[config.mk]
export PLATFORM = sky130hd
export DESIGN_NAME = controller_poller
export DESIGN_NICKNAME = d
export VERILOG_FILES = /design/src/rtl/controller_poller.sv
export SDC_FILE = /design/constraint.sdc
export NUM_CORES = 1
export LEC_CHECK = 0
export CORE_MARGIN = 2
export CORE_UTILIZATION = 40
export CTS_BUF_LIST = sky130_fd_sc_hd__clkbuf_2 sky130_fd_sc_hd__clkbuf_4 sky130_fd_sc_hd__clkbuf_8
export DETAILED_ROUTE_END_ITERATION = 8
export GPL_ROUTABILITY_DRIVEN = 0
export PLACE_DENSITY = 0.7
export SYNTH_ARGS = -nofsm -noshare
export SYNTH_HDL_FRONTEND = slang
export SYNTH_SLANG_ARGS = --single-unit
[constraint.sdc]
create_clock -name clk_1 -period 1.75 [get_ports clk_1]
set_clock_uncertainty 0.15 [all_clocks]
set_input_delay 0.4375 -clock clk_1 [delete_from_list [all_inputs] [get_ports clk_1]]
set_output_delay 0.4375 -clock clk_1 [all_outputs]
set_load 0.03 [all_outputs]
[src/rtl/controller_poller.sv]
// controller_poller: polls NUM_CONTROLLERS serial game-controller shift
// registers in parallel. One poll pulses the latch line, clocks out
// NUM_BUTTONS bits per channel, then updates buttons_out in a single cycle.
// The serial lines are active-low. They are stored active-high, and the first
// bit received ends up in the MSB of its channel field.
// Optional feature: define CONTROLLER_POLLER_EDGE_EN to build the
// pressed_edge register (new presses since the previous poll). Without the
// macro, pressed_edge is tied to zero.
module controller_poller #(
  parameter int NUM_CONTROLLERS = 2,
  parameter int NUM_BUTTONS     = 8,
  parameter int HALF_PERIOD     = 1
) (
  input  logic                                   clk_1,
  input  logic                                   rst_n,
  input  logic                                   poll_req,
  input  logic [NUM_CONTROLLERS-1:0]             controller_data_in_B,
  output logic                                   controller_latch,
  output logic                                   controller_clk_out,
  output logic [NUM_CONTROLLERS*NUM_BUTTONS-1:0] buttons_out,
  output logic [NUM_CONTROLLERS*NUM_BUTTONS-1:0] pressed_edge,
  output logic                                   busy,
  output logic                                   done
);

  // Counter widths leave one spare bit, so the counters never wrap inside a poll.
  localparam int BW = $clog2(NUM_BUTTONS) + 1;
  localparam int PW = $clog2(2 * HALF_PERIOD) + 1;

  localparam logic [PW-1:0] PH_ONE     = PW'(1);
  localparam logic [PW-1:0] LATCH_LAST = PW'(2 * HALF_PERIOD - 1);
  localparam logic [PW-1:0] HALF_LAST  = PW'(HALF_PERIOD - 1);
  localparam logic [BW-1:0] BIT_ONE    = BW'(1);
  localparam logic [BW-1:0] BIT_ALL    = BW'(NUM_BUTTONS);

  typedef enum logic [2:0] {
    IDLE   = 3'd0,
    LATCH  = 3'd1,
    CLK_HI = 3'd2,
    CLK_LO = 3'd3,
    COMMIT = 3'd4
  } state_t;

  // Channel c lives in element [c]. The packed layout matches the flat
  // output bus, which puts channel c at [c*NUM_BUTTONS +: NUM_BUTTONS].
  typedef logic [NUM_CONTROLLERS-1:0][NUM_BUTTONS-1:0] chan_t;

  state_t        state_q, state_d;
  logic [PW-1:0] phase_q, phase_d;
  logic [BW-1:0] bit_q, bit_d;
  logic          held_q, held_d;
  chan_t         shift_q, shift_d;
  chan_t         shifted;
  chan_t         buttons_q, buttons_d;
  logic          latch_q, clk_q, busy_q, done_q;

  // Each channel shifts left and takes the inverted line in at the LSB.
  // After NUM_BUTTONS samples, the first bit has moved up to the MSB.
  genvar gi;
  generate
    for (gi = 0; gi < NUM_CONTROLLERS; gi++) begin : g_shift
      assign shifted[gi] = {shift_q[gi][NUM_BUTTONS-2:0], ~controller_data_in_B[gi]};
    end
  endgenerate

  // Next-state logic: sequence the states, time each phase, and sample on the last cycle of LATCH and CLK_HI.
  // held tracks whether poll_req has been high on every cycle since acceptance.
  // Only such a continuously held request chains straight from COMMIT into the next poll.
  // A fresh pulse that arrives during a poll, including during COMMIT, is dropped.
  always_comb begin
    state_d   = state_q;
    phase_d   = phase_q;
    bit_d     = bit_q;
    held_d    = held_q;
    shift_d   = shift_q;
    buttons_d = buttons_q;
    unique case (state_q)
      IDLE: begin
        phase_d = '0;
        bit_d   = '0;
        if (poll_req) begin
          state_d = LATCH;
          held_d  = 1'b1;
        end
      end
      LATCH: begin
        held_d = held_q & poll_req;
        if (phase_q == LATCH_LAST) begin
          shift_d = shifted;
          bit_d   = bit_q + BIT_ONE;
          phase_d = '0;
          state_d = CLK_HI;
        end else begin
          phase_d = phase_q + PH_ONE;
        end
      end
      CLK_HI: begin
        held_d = held_q & poll_req;
        if (phase_q == HALF_LAST) begin
          shift_d = shifted;
          bit_d   = bit_q + BIT_ONE;
          phase_d = '0;
          state_d = CLK_LO;
        end else begin
          phase_d = phase_q + PH_ONE;
        end
      end
      CLK_LO: begin
        held_d = held_q & poll_req;
        if (phase_q == HALF_LAST) begin
          phase_d = '0;
          if (bit_q < BIT_ALL) begin
            state_d = CLK_HI;
          end else begin
            // buttons_out is loaded on the edge into COMMIT, so the new value
            // and done appear in the same cycle.
            state_d   = COMMIT;
            buttons_d = shift_q;
          end
        end else begin
          phase_d = phase_q + PH_ONE;
        end
      end
      COMMIT: begin
        phase_d = '0;
        bit_d   = '0;
        if (held_q && poll_req) begin
          state_d = LATCH;
          held_d  = 1'b1;
        end else begin
          state_d = IDLE;
          held_d  = 1'b0;
        end
      end
      default: begin
        state_d = IDLE;
      end
    endcase
  end

  // State, counters and data registers. The external strobes are decoded from state_d, so they are registered.
  always_ff @(posedge clk_1 or negedge rst_n) begin
    if (!rst_n) begin
      state_q   <= IDLE;
      phase_q   <= '0;
      bit_q     <= '0;
      held_q    <= 1'b0;
      shift_q   <= '0;
      buttons_q <= '0;
      latch_q   <= 1'b0;
      clk_q     <= 1'b0;
      busy_q    <= 1'b0;
      done_q    <= 1'b0;
    end else begin
      state_q   <= state_d;
      phase_q   <= phase_d;
      bit_q     <= bit_d;
      held_q    <= held_d;
      shift_q   <= shift_d;
      buttons_q <= buttons_d;
      latch_q   <= (state_d == LATCH);
      clk_q     <= (state_d == CLK_HI);
      busy_q    <= (state_d != IDLE);
      done_q    <= (state_d == COMMIT);
    end
  end

  assign controller_latch   = latch_q;
  assign controller_clk_out = clk_q;
  assign busy               = busy_q;
  assign done               = done_q;
  assign buttons_out        = buttons_q;

`ifdef CONTROLLER_POLLER_EDGE_EN
  chan_t edge_q;

  // New presses: set in a button that is down now and was up at the previous commit; held until the next commit.
  always_ff @(posedge clk_1 or negedge rst_n) begin
    if (!rst_n) begin
      edge_q <= '0;
    end else if (state_d == COMMIT) begin
      edge_q <= buttons_d & ~buttons_q;
    end
  end

  assign pressed_edge = edge_q;
`else
  assign pressed_edge = '0;
`endif

endmodule

==> results.json <==
{
  "synth_cell_types": 31,
  "period_needed_ns": 1.74,
  "start_util_pct": 41.7,
  "setup_violations": 0,
  "die-area_sq_mm": 0.00596,
  "netlist_instances": 164,
  "regToRegSetupSlack_ns": 0.006,
  "hpwl_microns": 2550,
  "synth-seq-cells": 46,
  "synth_top_area_cell": "dfrtp_1",
  "cp_max_fo": 16,
  "power_w": 0.00512,
  "nNetsFinal": 217,
  "grt_pass1_wl_microns": 6300,
  "grt_pass1_vias": 1295,
  "grt.busiest_layer": "met2",
  "cts.sinks": 46,
  "ys_seq_area_share_pct": 53.7,
  "design_area_sq_mm": 0.00265,
  "path_cells": "inv_2 > ha_4 > nand3b_4 > a21oi_4 > buf_12 > mux2_4",
  "die_x_microns": 77.2,
  "synth_top_area_share_pct": 53.7,
  "async_flop_share_pct": 100,
  "use_met2_pct": 20.3,
  "grt_usage_pct": 13.0,
  "drt-wirelength-per-cell_microns": 12.8,
  "max_freq_ghz": 0.573,
  "met1_usage_pct": 18.9,
  "num_antenna_cells": 0,
  "drt_iter0_markers": 82,
  "leakagePower_nw": 1.23,
  "first_pass_iters": 4,
  "via_per_inst": 4.61,
  "grt.met3_usage_pct": 2.82,
  "drive_gt1_share_pct": 33.8,
  "ant_nets": 0,
  "rows": 26,
  "core_sq_mm": 0.00514,
  "drv_slew": 0,
  "max_stage_delay_ns": 0.44,
  "synth_flop_cell": "dfrtp_1",
  "cts_tree": "yes",
  "die_h_microns": 77.2,
  "wirelength_microns": 3550,
  "run_status": "finished, final reports clean",
  "synthTopCellsByArea": "dfrtp_1 54%, mux2_2 12%, buf_4 6.0%, mux2_4 5.6%, ha_1 3.5%",
  "antenna_found_initial": 0,
  "synthesis.area_sq_mm": 0.00214,
  "worstPathArrival_ns": 1.76,
  "rsz0062_at_grt": "yes",
  "hold_path_class": "register to register",
  "areaGrowthSynthToFinish_pct": 23.6,
  "critPathKind": "register to register",
  "portBuffers": 24,
  "seqCellArea_sq_mm": 0.00115,
  "io_pins": 41,
  "synth_edf_count": 0,
  "cts-root-buf": "clkbuf_8",
  "placed_cell_area_sq_mm": 0.00252,
  "crit_path_top_delay_cell": "dfrtp_1",
  "drc": 0,
  "synth_area_per_cell_sq_um": 13.1,
  "nFillCells": 476,
  "vias": 1277,
  "grt-ovfl-total": 0,
  "cts_buffers": 5,
  "clk_pin_slew_ns": 0.09,
  "pwr_density_cell_mw_per_mm2": 1930,
  "multi_input_area_sq_um": 913,
  "grt_max_degree": 47,
  "clock_latency_ns": 0.29,
  "hold_violations": 0,
  "start_kind": "register",
  "cp-end-kind": "register",
  "drv_cap": 0,
  "ys_warn_count": 0,
  "clockBufferDepth": 2,
  "vdd_drop_max_v": 0.00114,
  "htree_levels": 2,
  "worstPathRequired_ns": 1.77,
  "finalCritPeriodShare_pct": 99.7
}
==> final timing paths <==
check	depth (start not counted)	to	from
max	6	shift_q[10]	phase_q[0]
max reg2reg	6	shift_q[10]	phase_q[0]
max in group asynchronous	3	state_q[2]	rst_n
min reg2reg	1	buttons_out[14]	buttons_out[14]
min	1	buttons_out[14]	buttons_out[14]
min in group asynchronous	3	shift_q[13]	rst_n
==> placed cells by master (no fill, tap or decap), drive strengths merged, types with 2 or more instances in the layout <==
| cell type | synthesis | final |
|---|---|---|
| dlygate4sd2 | 0 | 20 |
| nand3 | 2 | 2 |
| mux2 | 30 | 30 |
| nor2b | 2 | 2 |
| o21ai | 13 | 13 |
| a21oi | 5 | 5 |
| mux2i | 4 | 4 |
| ha | 6 | 6 |
| o22ai | 2 | 2 |
| nand2b | 3 | 3 |
| clkdlybuf4s50 | 0 | 3 |
| clkbuf | 0 | 6 |
| dfrtp | 46 | 46 |
| nor2 | 9 | 9 |
| inv | 8 | 8 |
| buf | 21 | 17 |
| a31oi | 2 | 2 |
| conb | 1 | 16 |
| or2 | 2 | 2 |
| clkinv | 0 | 2 |
==> repair_timing <==
action / 4_1_cts / 5_1_grt
setup buffers: 3 / 0
hold endpoints to repair: 46 / 0
gates resized for setup: 21 / 9
pin swaps: 1 / 0
endpoints found under the setup margin: 27 / 29
hold buffers: 1 / 0
==> cells in the mapped netlist (2+ instances only) <==
library cell  instances
buf_6                 3
a31oi_1               2
o21ai_0              12
inv_1                 8
buf_4                17
nor2b_1               2
or2_2                 2
dfrtp_1              46
mux2i_1               4
a21oi_1               4
nand2b_1              3
mux2_4                8
o22ai_1               2
ha_1                  6
nor2_1                8
mux2_2               22
==> cell type report <==
| class | count | share of cell area, % |
|---|---|---|
| multi-input combinational | 104 | 34.5 |
| tap | 70 | 3.30 |
| clock inverter | 2 | 0.519 |
| sequential | 46 | 43.5 |
| timing repair buffer | 41 | 14.3 |
| inverter | 8 | 1.13 |
| clock buffer | 6 | 2.88 |
==> cells by family after synthesis <==
kind of cell	Yosys count	share of synthesized area, %
flip-flops	46	53.7
multiplexers	34	19.0
buffers and inverters	29	9.86
AO/OA/AOI/OAI	24	6.71
AND/OR/NAND/NOR	24	7.06
adder cells (fa/ha/maj)	6	3.50
other	1	0.175
==> registers in the layout, summed over array words and instances, names as in the netlist <==
name	cells
controller_clk_out	1
bit_q	4
controller_latch	1
done	1
phase_q	2
state_q	3
held_q	1
buttons_out	16
shift_q	16
busy	1
==> worst max-delay path: cells and delay by family (launching register included) <==
kind / cells / cell delay (ns)
DFF: 1 / 0.44
buffers and inverters: 2 / 0.32
muxes: 1 / 0.31
AOI/OAI and AO/OA: 1 / 0.18
adders and majority gates: 1 / 0.16
and+or+nand+nor: 1 / 0.09
==> metrics by stage <==
stage	setup TNS (ns)	setup WS (ns)	hold WS (ns)	utilization, %	instances
floorplan	-0.211	-0.0256	-0.00809	-	179
global placement	0	0.0246	0.287	49.0	265
detailed placement	-0.0822	-0.0246	0.289	49.0	265
CTS	-0.0533	-0.0269	0.361	51.1	277
global route	-0.630	-0.0501	0.382	51.6	277
finish	0	0.00592	0.353	51.6	277
==> power breakdown <==
group | total (W) | leakage [nW] | internal, W | switching [W]
clock network | 0.000630 | 0.0486 | 0.000297 | 0.000333
registers | 0.00194 | 0.547 | 0.00158 | 0.000362
logic | 0.00255 | 0.633 | 0.00128 | 0.00127
==> metal layers <==
metal / wire, microns / share of wire [%]
met4: 7 / 0.20
met2: 1760 / 50
met1: 1630 / 46
met3: 152 / 4.3
met5: 0 / 0
Note: power is estimated with default switching activity, not from simulation.
==> patch 1 (same flow settings) <==
Build with the macro `CONTROLLER_POLLER_EDGE_EN` defined.
--- a/src/rtl/controller_poller.sv
+++ b/src/rtl/controller_poller.sv
@@ -7,4 +7,6 @@
 // pressed_edge register (new presses since the previous poll). Without the
 // macro, pressed_edge is tied to zero.
+`define CONTROLLER_POLLER_EDGE_EN
+
 module controller_poller #(
   parameter int NUM_CONTROLLERS = 2,
Function: same outputs for any inputs over 10 cycles, from zero or initial values and one cycle with rst_n low; that may be too few to reach the edited logic, so the function may still have changed.
==> patch 1 against the unedited design <==
  * The flow now finishes with violations (negative setup slack)
  * Design area up 34%
  * Sequential share of layout area is 0.14 points higher
  * Count of clock-buffer cells in the layout up 7
  * Wire length rose by 37%
  * Total power up 25%
  * Synthesized area is 25% higher
  * Synthesized cell count increased by 19%
  * Via count is 31% higher
  * Global-route usage is 1.7 points higher
  * Utilization up 3.8 points
  * Sequential cell count grew 16
  * Critical endpoint is now pressed_edge[0]$_DFFE_PN0N_
  * Setup slack worse by 0.037 ns
==> patch 1: results (changes against the unedited design) <==
\begin{tabular}{lr}
\hline
Metric & Value \\
\hline
\multicolumn{2}{l}{\textbf{Synthesis}} \\
\quad Share of synthesized cell area in full adder, half adder and majority cells & 0.0280 (-0.00703) \\
\quad Part of the Yosys area used for sequential elements & 0.578 (+0.0413) \\
\quad Top cells by count, synth & sky130\_fd\_sc\_hd\_\_dfrtp\_1, sky130\_fd\_sc\_hd\_\_mux2\_2, sky130\_fd\_sc\_hd\_\_nor2b\_1 \\
\quad Average instance area after synthesis & 13.8 um2 (+5.3\%) \\
\quad Top post-synthesis cells by area & sky130\_fd\_sc\_hd\_\_dfrtp\_1, sky130\_fd\_sc\_hd\_\_mux2\_2, sky130\_fd\_sc\_hd\_\_nor2b\_1, sky130\_fd\_sc\_hd\_\_mux2\_4, sky130\_fd\_sc\_hd\_\_ha\_1 \\
\quad Multiplexer fraction of the synthesized cell area & 0.222 (+0.0322) \\
\multicolumn{2}{l}{\textbf{Routing}} \\
\quad Starting DRT DRC Count & 70 (-15\%) \\
\quad Routed wire per std cell & 14.0 um (+9.4\%) \\
\multicolumn{2}{l}{\textbf{Global routing}} \\
\quad Largest net degree at the start of global routing & 39 (-17\%) \\
\quad Vias in the first global route & 1695 (+31\%) \\
\quad Total routing resource utilization after global routing & 0.147 (+0.0173) \\
\multicolumn{2}{l}{\textbf{Status}} \\
\quad Result of the run & finished, violations left \\
\quad Violations in the final reports & negative setup slack \\
\multicolumn{2}{l}{\textbf{Place}} \\
\quad Pre-CTS worst setup slack & -0.0826 ns (-0.0580 ns) \\
\quad Number of input and output port buffers inserted & 40 (+67\%) \\
\multicolumn{2}{l}{\textbf{Timing}} \\
\quad PnR worst setup slack & -0.0306 ns (-0.0366 ns) \\
\quad Final setup violation count & 21 (+21) \\
\multicolumn{2}{l}{\textbf{Clocking}} \\
\quad H-tree levels & 3 (+1) \\
\quad Clock network latency to the later pin of the worst-skew pair & 0.33 ns (+0.04 ns) \\
\multicolumn{2}{l}{\textbf{Setup path}} \\
\quad Slowest Stage Delay on Critical Path & 0.40 ns (-0.04 ns) \\
\quad Number of cells on the worst reg-to-reg path & 7 (+1) \\
\quad Endpoint of the lowest-slack register-to-register path & pressed\_edge[0]\$\_DFFE\_PN0N\_ \\
\multicolumn{2}{l}{\textbf{Power and ir drop}} \\
\quad Lkg Pwr & 1.79 nW (+46\%) \\
\quad Worst vdd ir & 0.777 mV (-32\%) \\
\multicolumn{2}{l}{\textbf{Finish}} \\
\quad Fill count & 544 (+14\%) \\
\quad Share of post-route cells with drive strength above 1 & 0.372 (+0.0336) \\
\multicolumn{2}{l}{\textbf{Worst hold path}} \\
\quad Start point of the worst hold path & pressed\_edge[3]\$\_DFFE\_PN0N\_ \\
\hline
\end{tabular}
[patch 1: cell types whose count changed after synthesis, moves of 3 or more]
cell                      change
sky130_fd_sc_hd__dfrtp_1     +16
sky130_fd_sc_hd__inv_1        -3
sky130_fd_sc_hd__o21ai_0      -7
sky130_fd_sc_hd__mux2i_1      -4
sky130_fd_sc_hd__a21oi_1      +6
sky130_fd_sc_hd__nor2b_1     +20
sky130_fd_sc_hd__buf_4       -16
sky130_fd_sc_hd__mux2_2      +13
sky130_fd_sc_hd__mux2_1       +6
[patch 1: stage by stage]
stage,setup TNS (ns),util,hold slack (ns)
final,-0.335,0.554,0.354
after global routing,-2.60,0.554,0.370
after CTS,-0.406,0.552,0.360
after detailed placement,-1.30,0.515,0.231
after global placement,-0.00635,0.515,0.222
after floorplan,-1.52,-,-0.00809
[patch 1: power breakdown]
part           leakage [nW]  switching, W  internal (W)  total, W
Combinational         0.897       0.00141       0.00140   0.00281
Clock                0.0951      0.000524      0.000641   0.00116
Sequential            0.797      0.000435       0.00200   0.00244
[patch 1: layout make-up]
cell class              count  share of cell area
clock inverters             2             0.00457
repair buffers             64               0.161
flip-flops and latches     62               0.436
well taps                  77              0.0271
clock buffers              13              0.0485
inverters                   5             0.00527
multi-input cells         123               0.317
[patch 1: logic make-up (layout without fill, tap and decap cells)]
group,after synthesis,count (layout)
AO/OA/AOI/OAI,19,19
XOR/XNOR,1,1
adder cells (fa/ha/maj),6,6
buffers and inverters,11,84
flip-flops,62,62
multiplexers,50,50
AND/OR/NAND/NOR,46,47
[patch 1: how the worst max path moves through the flow]
stage | to | slack, ns | startpoint
4_1_cts | pressed_edge[0]$_DFFE_PN0N_ | -0.03 | phase_q[0]$_DFFE_PN0P_
3_5_place_dp | pressed_edge[6]$_DFFE_PN0N_ | -0.08 | phase_q[0]$_DFFE_PN0P_
3_3_place_gp | bit_q[3]$_DFFE_PN0P_ | -0.006 | phase_q[0]$_DFFE_PN0P_
5_1_grt | bit_q[3]$_DFFE_PN0P_ | -0.09 | phase_q[1]$_DFFE_PN0P_
2_1_floorplan | shift_q[13]$_DFFE_PN0P_ | -0.09 | phase_q[0]$_DFFE_PN0P_
6_report | pressed_edge[0]$_DFFE_PN0N_ | -0.03 | phase_q[0]$_DFFE_PN0P_
[patch 1: what timing repair did]
item / CTS / global route
hold buffers: 1 / 0
setup buffers: 5 / 1
resized for setup: 46 / 10
endpoints found under the setup margin: 86 / 60
cloned: 1 / 0
pin swaps: 4 / 0
hold endpoints to repair: 13 / 0
[patch 1: layer usage]
metal | up-vias | global-route usage | wire length [um]
met2 | 41 | 0.213 | 2200
met5 | - | 0 | 0
met3 | 11 | 0.0404 | 209
li1 | 814 | - | -
met1 | 812 | 0.192 | 2290
met4 | 0 | 0.0996 | 153
==> patch 2 (same flow settings) <==
Made on the original files. Encoding of `state_t`: now one-hot (5 bits for 5 states).
--- a/src/rtl/controller_poller.sv
+++ b/src/rtl/controller_poller.sv
@@ -34,10 +34,10 @@
   localparam logic [BW-1:0] BIT_ALL    = BW'(NUM_BUTTONS);
 
-  typedef enum logic [2:0] {
-    IDLE   = 3'd0,
-    LATCH  = 3'd1,
-    CLK_HI = 3'd2,
-    CLK_LO = 3'd3,
-    COMMIT = 3'd4
+  typedef enum logic [4:0] {
+    IDLE   = 5'b00001,
+    LATCH  = 5'b00010,
+    CLK_HI = 5'b00100,
+    CLK_LO = 5'b01000,
+    COMMIT = 5'b10000
   } state_t;
 
Formal check against the unedited RTL: same outputs for any inputs over 10 cycles, from zero or initial values and one cycle with rst_n low; not proved beyond that.
==> patch 2 against the unedited design <==
  * The flow now finishes with violations (negative setup slack)
  * Sequential share of layout area fell by 4.1 points
  * Via count is 14% higher
  * Fmax down 20%
  * Total power fell by 20%
  * Sequential cell count is 2 higher
  * Synthesized area grew 6.4%
  * Setup slack got worse by 0.44 ns
  * Non-clock buffer count rose by 20
  * First-iteration DRC count rose by 34%
  * Count of clock-buffer cells in the layout is the same
  * Critical path depth stayed put
  * Design area increased by 15%
  * Wire length increased by 21%
  * Clock power is 35% higher
  * Critical path type unchanged
  * Critical endpoint is now buttons_out[13]$_DFFE_PN0P_
==> patch 2: results (changes against the unedited design) <==
\begin{tabular}{lr}
\hline
Metric & Value \\
\hline
\multicolumn{2}{l}{\textbf{Timing}} \\
\quad Hold Slack & 0.351 ns (-0.00252 ns) \\
\quad Final setup violation count & 47 (+47) \\
\quad PnR worst setup slack & -0.437 ns (-0.443 ns) \\
\quad Final setup TNS & -15.81 ns (-15.81 ns) \\
\multicolumn{2}{l}{\textbf{Setup path}} \\
\quad Cell family contributing the most delay on the critical path & simple AND/OR/NAND/NOR gates \\
\quad Worst setup startpoint & state\_q[4]\$\_DFF\_PN0\_ \\
\quad Largest fanout on the critical path & 6 (-10) \\
\quad Cell with the biggest individual delay on the critical path & sky130\_fd\_sc\_hd\_\_or3b\_4 \\
\quad Critical path endpoint & buttons\_out[13]\$\_DFFE\_PN0P\_ \\
\multicolumn{2}{l}{\textbf{Status}} \\
\quad Violations in the final reports & negative setup slack \\
\quad Result of the run & finished, violations left \\
\multicolumn{2}{l}{\textbf{Global routing}} \\
\quad Global routing met2 resource utilization & 0.239 (+0.0369) \\
\quad Global-route wire length before repair & 7.29 mm (+16\%) \\
\multicolumn{2}{l}{\textbf{Place}} \\
\quad Pre-CTS worst setup slack & -0.638 ns (-0.614 ns) \\
\quad DP Cell Count & 283 (+6.8\%) \\
\quad Placed wire-length estimate & 2.75 mm (+7.9\%) \\
\multicolumn{2}{l}{\textbf{Synthesis}} \\
\quad Top cells by count, synth & sky130\_fd\_sc\_hd\_\_dfrtp\_1, sky130\_fd\_sc\_hd\_\_mux2\_2, sky130\_fd\_sc\_hd\_\_buf\_4 \\
\quad Part of the Yosys area used for sequential elements & 0.527 (-0.00960) \\
\quad Share of synthesized cell area in full adder, half adder and majority cells & 0.0274 (-0.00758) \\
\quad Area share of xor/xnor cells in the synthesized design & 0.0115 (+0.0115) \\
\quad Share of the synthesized area in compound gates (AO/OA/AOI/OAI) & 0.0532 (-0.0139) \\
\quad Multiplexer fraction of the synthesized cell area & 0.189 (-0.00150) \\
\quad Syn Inst Count & 166 (+1.2\%) \\
\quad Unique cell type count in the Yosys netlist & 41 (+32\%) \\
\multicolumn{2}{l}{\textbf{Routing}} \\
\quad Detailed route wirelength on metal2 & 2.12 mm (+21\%) \\
\quad Met3 routed WL & 159 um (+4.6\%) \\
\quad Via density & 4.84 (+5.0\%) \\
\quad Routed wire per std cell & 14.2 um (+11\%) \\
\quad Met1 wire length & 1.94 mm (+19\%) \\
\multicolumn{2}{l}{\textbf{Power and ir drop}} \\
\quad Worst vdd ir & 0.655 mV (-42\%) \\
\multicolumn{2}{l}{\textbf{Finish}} \\
\quad Share of post-route cells with drive strength above 1 & 0.419 (+0.0810) \\
\quad Fill count & 469 (-1.5\%) \\
\quad Fin util & 0.554 (+0.0386) \\
\multicolumn{2}{l}{\textbf{Worst hold path}} \\
\quad Start point of the worst hold path & bit\_q[3]\$\_DFFE\_PN0P\_ \\
\hline
\end{tabular}
-- patch 2: cell count changes in the layout (fill, tap and decap cells not counted), sizes merged, moves of 3 or more --
cell,delta
nor3b,+3
mux2i,+3
nor4b,+3
buf,+20
a21oi,-3
o21ai,-12
nand2,+6
nor2,-3
a211o,+3
inv,-4
-- patch 2: cell type report --
| cell class | count | area share |
|---|---|---|
| Timing Repair Buffer | 61 | 0.180 |
| Sequential cell | 48 | 0.394 |
| Multi-Input combinational cell | 108 | 0.352 |
| Inverter | 4 | 0.00492 |
| Tap cell | 72 | 0.0295 |
| Clock inverter | 2 | 0.0127 |
| Clock buffer | 6 | 0.0270 |
-- patch 2: where the power goes --
part / total (W) / internal, W / switching [W] / leakage, nW
Sequential: 0.00157 / 0.00138 / 0.000190 / 0.626
Combinational: 0.00166 / 0.000915 / 0.000745 / 0.821
Clock: 0.000850 / 0.000468 / 0.000382 / 0.0614
